`src/rtl/mips_multicycle_ctrl_if.sv`:
```
// Control-unit boundary for the multicycle MIPS datapath.
// The master side is the controller; the slave side is the IR/ALU/datapath.
interface mips_multicycle_ctrl_if;
    logic [5:0] op;
    logic [5:0] funct;
    logic       zero;
    logic       iord;
    logic       memwrite;
    logic       irwrite;
    logic       regdst;
    logic       memtoreg;
    logic       regwrite;
    logic       alusrca;
    logic [1:0] alusrcb;
    logic [1:0] pcsrc;
    logic       pcen;
    logic [2:0] alucontrol;

    modport master (
        input  op, funct, zero,
        output iord, memwrite, irwrite, regdst, memtoreg, regwrite,
               alusrca, alusrcb, pcsrc, pcen, alucontrol
    );

    modport slave (
        output op, funct, zero,
        input  iord, memwrite, irwrite, regdst, memtoreg, regwrite,
               alusrca, alusrcb, pcsrc, pcen, alucontrol
    );
endinterface

```
`src/rtl/mips_multicycle_ctrl.sv`:
```
// Multicycle MIPS control FSM: sequences fetch/decode/execute/memory/writeback
// and decodes aluop/funct into the 3-bit ALU control code.
//
// state    | meaning
// ---------+-------------------------------------------------
// FETCH    | read instruction at PC into IR, PC <= PC + 4
// DECODE   | read registers, precompute branch target
// MEMADR   | compute lw/sw effective address
// MEMREAD  | read data memory at ALUOut
// MEMWB    | write memory data to rt
// MEMWRITE | write B to data memory at ALUOut
// EXECUTE  | R-type ALU operation on A, B
// ALUWB    | write ALUOut to rd
// BRANCH   | compare A - B, load branch target if zero
// ADDIEXEC | A + sign-extended immediate
// ADDIWB   | write ALUOut to rt
// JUMP     | load jump target into PC
module mips_multicycle_ctrl #(
    parameter logic [2:0] BAD_FUNCT_ALUCTL = 3'b010
) (
    input  logic                       clk,
    input  logic                       reset,
    mips_multicycle_ctrl_if.master     bus
);

    localparam logic [3:0] FETCH    = 4'd0;
    localparam logic [3:0] DECODE   = 4'd1;
    localparam logic [3:0] MEMADR   = 4'd2;
    localparam logic [3:0] MEMREAD  = 4'd3;
    localparam logic [3:0] MEMWB    = 4'd4;
    localparam logic [3:0] MEMWRITE = 4'd5;
    localparam logic [3:0] EXECUTE  = 4'd6;
    localparam logic [3:0] ALUWB    = 4'd7;
    localparam logic [3:0] BRANCH   = 4'd8;
    localparam logic [3:0] ADDIEXEC = 4'd9;
    localparam logic [3:0] ADDIWB   = 4'd10;
    localparam logic [3:0] JUMP     = 4'd11;

    localparam logic [5:0] OP_RTYPE = 6'h00;
    localparam logic [5:0] OP_J     = 6'h02;
    localparam logic [5:0] OP_BEQ   = 6'h04;
    localparam logic [5:0] OP_ADDI  = 6'h08;
    localparam logic [5:0] OP_LW    = 6'h23;
    localparam logic [5:0] OP_SW    = 6'h2B;

    localparam logic [1:0] ALUOP_ADD   = 2'b00;
    localparam logic [1:0] ALUOP_SUB   = 2'b01;
    localparam logic [1:0] ALUOP_FUNCT = 2'b10;

    logic [3:0] state;
    logic [3:0] next_state;
    logic [3:0] dec_state;
    logic [1:0] aluop;
    logic       pcwrite;
    logic       branch;
    logic       memwrite_raw;
    logic       irwrite_raw;
    logic       regwrite_raw;

    always_ff @(posedge clk) begin
        if (reset) state <= FETCH;
        else       state <= next_state;
    end

    always_comb begin
        next_state = FETCH;
        case (state)
            FETCH:  next_state = DECODE;
            DECODE: begin
                case (bus.op)
                    OP_LW, OP_SW: next_state = MEMADR;
                    OP_RTYPE:     next_state = EXECUTE;
                    OP_BEQ:       next_state = BRANCH;
                    OP_ADDI:      next_state = ADDIEXEC;
                    OP_J:         next_state = JUMP;
                    default:      next_state = FETCH;
                endcase
            end
            MEMADR:   next_state = (bus.op == OP_LW) ? MEMREAD : MEMWRITE;
            MEMREAD:  next_state = MEMWB;
            EXECUTE:  next_state = ALUWB;
            ADDIEXEC: next_state = ADDIWB;
            default:  next_state = FETCH;
        endcase
    end

    // During reset the datapath controls look like FETCH, whatever the stored state.
    assign dec_state = reset ? FETCH : state;

    always_comb begin
        bus.iord     = 1'b0;
        memwrite_raw = 1'b0;
        irwrite_raw  = 1'b0;
        bus.regdst   = 1'b0;
        bus.memtoreg = 1'b0;
        regwrite_raw = 1'b0;
        bus.alusrca  = 1'b0;
        bus.alusrcb  = 2'b00;
        bus.pcsrc    = 2'b00;
        aluop        = ALUOP_ADD;
        pcwrite      = 1'b0;
        branch       = 1'b0;
        case (dec_state)
            FETCH: begin
                irwrite_raw = 1'b1;
                bus.alusrcb = 2'b01;
                pcwrite     = 1'b1;
            end
            DECODE: bus.alusrcb = 2'b11;
            MEMADR, ADDIEXEC: begin
                bus.alusrca = 1'b1;
                bus.alusrcb = 2'b10;
            end
            MEMREAD: bus.iord = 1'b1;
            MEMWB: begin
                bus.memtoreg = 1'b1;
                regwrite_raw = 1'b1;
            end
            MEMWRITE: begin
                bus.iord     = 1'b1;
                memwrite_raw = 1'b1;
            end
            EXECUTE: begin
                bus.alusrca = 1'b1;
                aluop       = ALUOP_FUNCT;
            end
            ALUWB: begin
                bus.regdst   = 1'b1;
                regwrite_raw = 1'b1;
            end
            BRANCH: begin
                bus.alusrca = 1'b1;
                aluop       = ALUOP_SUB;
                bus.pcsrc   = 2'b01;
                branch      = 1'b1;
            end
            ADDIWB: regwrite_raw = 1'b1;
            JUMP: begin
                bus.pcsrc = 2'b10;
                pcwrite   = 1'b1;
            end
            default: ;
        endcase
    end

    assign bus.memwrite = memwrite_raw & ~reset;
    assign bus.irwrite  = irwrite_raw & ~reset;
    assign bus.regwrite = regwrite_raw & ~reset;
    assign bus.pcen     = (pcwrite | (branch & bus.zero)) & ~reset;

    always_comb begin
        bus.alucontrol = 3'b010;
        case (aluop)
            ALUOP_SUB: bus.alucontrol = 3'b110;
            ALUOP_FUNCT: begin
                case (bus.funct)
                    6'h20:   bus.alucontrol = 3'b010;
                    6'h22:   bus.alucontrol = 3'b110;
                    6'h24:   bus.alucontrol = 3'b000;
                    6'h25:   bus.alucontrol = 3'b001;
                    6'h2A:   bus.alucontrol = 3'b111;
                    default: bus.alucontrol = BAD_FUNCT_ALUCTL;
                endcase
            end
            default: bus.alucontrol = 3'b010;
        endcase
    end

endmodule
```
`src/flat_wrapper.sv`:
```
// flat-port wrapper written by rule: the top's interface ports become plain ports
module mips_multicycle_ctrl_flat 
#(
    parameter logic [2:0] BAD_FUNCT_ALUCTL = 3'b010
)
  (clk, reset, bus_op, bus_funct, bus_zero, bus_iord, bus_memwrite, bus_irwrite, bus_regdst, bus_memtoreg, bus_regwrite, bus_alusrca, bus_alusrcb, bus_pcsrc, bus_pcen, bus_alucontrol);
  mips_multicycle_ctrl_if bus_i ();
  input  logic clk;
  input  logic reset;
  input wire logic [$bits(bus_i.op)-1:0] bus_op;
  input wire logic [$bits(bus_i.funct)-1:0] bus_funct;
  input wire logic [$bits(bus_i.zero)-1:0] bus_zero;
  output wire logic [$bits(bus_i.iord)-1:0] bus_iord;
  output wire logic [$bits(bus_i.memwrite)-1:0] bus_memwrite;
  output wire logic [$bits(bus_i.irwrite)-1:0] bus_irwrite;
  output wire logic [$bits(bus_i.regdst)-1:0] bus_regdst;
  output wire logic [$bits(bus_i.memtoreg)-1:0] bus_memtoreg;
  output wire logic [$bits(bus_i.regwrite)-1:0] bus_regwrite;
  output wire logic [$bits(bus_i.alusrca)-1:0] bus_alusrca;
  output wire logic [$bits(bus_i.alusrcb)-1:0] bus_alusrcb;
  output wire logic [$bits(bus_i.pcsrc)-1:0] bus_pcsrc;
  output wire logic [$bits(bus_i.pcen)-1:0] bus_pcen;
  output wire logic [$bits(bus_i.alucontrol)-1:0] bus_alucontrol;
  assign bus_i.op = bus_op;
  assign bus_i.funct = bus_funct;
  assign bus_i.zero = bus_zero;
  assign bus_iord = bus_i.iord;
  assign bus_memwrite = bus_i.memwrite;
  assign bus_irwrite = bus_i.irwrite;
  assign bus_regdst = bus_i.regdst;
  assign bus_memtoreg = bus_i.memtoreg;
  assign bus_regwrite = bus_i.regwrite;
  assign bus_alusrca = bus_i.alusrca;
  assign bus_alusrcb = bus_i.alusrcb;
  assign bus_pcsrc = bus_i.pcsrc;
  assign bus_pcen = bus_i.pcen;
  assign bus_alucontrol = bus_i.alucontrol;
  mips_multicycle_ctrl #(.BAD_FUNCT_ALUCTL(BAD_FUNCT_ALUCTL)) u_core (.clk(clk), .reset(reset), .bus(bus_i));
endmodule
```
`config.mk`:
```
export PLATFORM = sky130hd
export DESIGN_NAME = mips_multicycle_ctrl_flat
export DESIGN_NICKNAME = d
export VERILOG_FILES = /design/src/rtl/mips_multicycle_ctrl_if.sv /design/src/rtl/mips_multicycle_ctrl.sv /design/src/flat_wrapper.sv
export SDC_FILE = /design/constraint.sdc
export NUM_CORES = 1
export LEC_CHECK = 0
export ABC_AREA = 1
export BUFFER_PORTS_ARGS = -buffer_cell sky130_fd_sc_hd__buf_4
export CORE_ASPECT_RATIO = 1.25
export CORE_MARGIN = 5
export CORE_UTILIZATION = 31
export CTS_CLUSTER_DIAMETER = 50
export DETAILED_ROUTE_END_ITERATION = 12
export PLACE_DENSITY_LB_ADDON = 0.25
export SYNTH_ARGS = -nofsm -noshare
export SYNTH_HDL_FRONTEND = slang
export SYNTH_SLANG_ARGS = --single-unit
export TNS_END_PERCENT = 100
```
`constraint.sdc`:
```
create_clock -name clk -period 1.6 [get_ports clk]
set_clock_uncertainty 0.05 [all_clocks]
set_input_delay 0.16 -clock clk [delete_from_list [all_inputs] [get_ports clk]]
set_output_delay 0.16 -clock clk [all_outputs]
set_load 0.05 [all_outputs]
```
==> impl_results.md <==
- Crit end category: output pin
- Global Route Usage Sum: 0.154
- Initial Util: 0.331
- Vias: 932
- Critical path, cell by cell: inv_4 -> nand2_4 -> nor2_4 -> inv_2 -> nor2_4 -> inv_2 -> ha_4 -> inv_4 -> buf_4 -> nand3_4 -> buf_8
- # setup viols final: 6
- Die Span Y: around 60 um
- CP Class: reg -> out
- Max_cap viols: 0
- Flop pwr share: 0.256
- Mapped Area: 599 sq um
- Netlist cell types: 18
- Vias per inst: about 4.7
- Clock buffer depth: 2
- Fillers: 130
- Sw Ratio: 0.359
- Core Area: 1810 sq um
- Fin. Hold Viols: 0
- Setup tns final: -1.07 ns
- Wirelength per Cell: 12.3 um
- Slowest cell on the critical path: dfxtp_2
- CP Launch Type: register
- PortBufs: 29
- Nets: 197
- Area of the multi-input gates: 629 sq um
- Register area: 90.1 sq um
- Final hold slack: 0.224 ns
- Vias in the first global route: 971
- Mean area per synthesized cell: 5.08 sq um
- Antenna Violating Nets Remaining: 0
- Post-Synthesis Net Count: between 100 and 150
- Regs by FF count: u_core.state (4)
- GPL Wtd Cong: between 0.8 and 0.9
- Final worst-path cycle share: 1.19
- Crit path from: u_core.state[3]
- Global route overflow: 0
- Worst vdd ir: 0.000395 V
- Pwr Density: between 300 and 400 nW/um^2
- CTS buffer count: 3
- Failing checks: negative setup slack
- Die footprint: 2920 sq um
- Initial antenna violation count: 0
- Worst rel slew slack: 0.677
- Hold Buf Count CTS: 0
- N_diodes: 0
- Setup ws final: -0.299 ns
- Reg with most FFs: u_core.state
- Internal: 272 uW
- R2r endpoint: u_core.state[2]
- R2r startpoint: u_core.state[2]
- Hold Path Class: in -> reg
- Area growth syn-to-layout: 129%
- Final Slew Violations: 0
- Critical Path Sink: bus_alucontrol[1]
- Max FFs per register: 4
- Commonest non-fill, non-tap cell in the layout: buf_4
- Synth Warn #: 0
- Largest net degree at the start of global routing: 6
- Comb pwr share: 0.444
- Clock transition at path regs: roughly 0.040 ns
- Post-Route WL: about 2400 um
- Share of cells above drive strength 1: 0.624
- CP required: 1.39 ns
- Post-layout min period: 1.90 ns
- Clk sinks: 4
- Psw: roughly 150 uW
- Most frequent cells in the layout: buf_4 (42), nor2_1 (20), nand2_1 (16)
- Min-Delay Startpoint: reset
- Slew @ Worst Pin: 0.484 ns
- Max Fclk: 0.527 GHz
- Root Driver: clkbuf_4
- Detailed placement HPWL: between 1500 and 2000 um
- Initial DRT Pass Iterations: 4
- Status: finished, violations left
- Clock Power Share: 0.300
- FF-to-FF path depth: 10
- R2R setup slack: 0.10 ns
- Global-route wire length before repair: 3740 um
- Cells after synthesis: about 120
- Crit-path max FO: 3
- Row count: 17
- 1st-iter DRT viols: 12
- Boundary pin count: 30
- Htree depth: 1
- Die W: 49.3 um
- CTS tree: done
- DRC viols: 0
- RSZ-0062 raised after global routing: yes
- Leakage: approximately 0.00069 uW
- Largest stage delay, worst path: 0.33 ns
- Seq cells post-synth: 4
- Seq/Total Area, Yosys: 0.134
- Clock Latency Late Sink: 0.24 ns
- Worst EP arrival: 1.69 ns
-- routing by layer --
| metal | routed length, um | up-vias | GRT usage |
|---|---|---|---|
| met3 | 113 | 4 | 0.0227 |
| met4 | 32 | 0 | 0.0538 |
| met5 | 0 | - | 0 |
| met2 | 1450 | 24 | 0.320 |
| li1 | - | 482 | - |
| met1 | 830 | 422 | 0.148 |
-- critical path: cells and delay by family (launching register included) --
family	cells	cell delay, ns
and+or+nand+nor	4	0.34
adders and majority gates	1	0.29
DFF	1	0.33
buffers and inverters	6	0.51
-- how the worst min path moves through the flow --
| stage | end | slack (ns) | cells past startpoint |
|---|---|---|---|
| floorplan | u_core.state[2] | 0.17 | 1 |
| global placement | u_core.state[2] | 0.43 | 3 |
| detailed placement | u_core.state[1] | 0.43 | 3 |
| CTS | u_core.state[1] | 0.18 | 3 |
| global route | u_core.state[1] | 0.24 | 3 |
| finish | u_core.state[1] | 0.22 | 3 |
-- through the flow --
stage                     instances  area, sq um  worst slack, ns  total power [uW]   util
after floorplan                 118          671           -0.236               189      -
after global placement          188         1080           -0.130               265  0.596
after detailed placement        188         1080           -0.185               268  0.596
after CTS                       195         1210           -0.319               408  0.669
after global routing            197         1380           -0.368               450  0.761
final                           197         1380           -0.299               425  0.761
-- synth_stat cells, drive strengths merged --
cell type,count,area (sq um)
nor2,30,130
inv,28,105
nand2,26,105
nand3,10,50.1
o21ai,6,30.0
dfxtp,4,80.1
a21oi,3,15.0
nor3,3,15.0
ha,2,25.0
o22ai,2,12.5
a31oi,1,6.26
nand3b,1,11.3
nand4,1,6.26
nor3b,1,7.51
-- what timing repair did --
| item | CTS | global route |
|---|---|---|
| endpoints found under the setup margin | 6 | 12 |
| cloned | 0 | 0 |
| gates resized for setup | 25 | 44 |
| pin swaps | 7 | 14 |
| buffers inserted | 6 | 6 |
-- cells by family (layout without fill, tap and decap cells) --
group,count (synthesis),after routing,synth area share
flops,4,4,0.134
fa+ha+maj,2,2,0.0417
simple gates,72,72,0.543
buf+inv,28,88,0.175
compound gates,12,12,0.106
-- cell type report --
| cell class | count | share of cell area |
|---|---|---|
| Timing Repair Buffer | 57 | 0.363 |
| Clock buffer | 3 | 0.0164 |
| Inverter | 28 | 0.0801 |
| Tap cell | 19 | 0.0173 |
| Multi-Input combinational cell | 86 | 0.458 |
| Sequential cell | 4 | 0.0655 |
-- power by group through the flow --
stage | Combinational (uW) | Sequential, uW | Clock, uW
after floorplan | 79.4 | 109 | 0
final | 189 | 109 | 127
after global routing | 204 | 109 | 137
after detailed placement | 159 | 109 | 0
after CTS | 166 | 109 | 133
after global placement | 156 | 109 | 0
No activity file was read; power rests on OpenSTA's default activity.
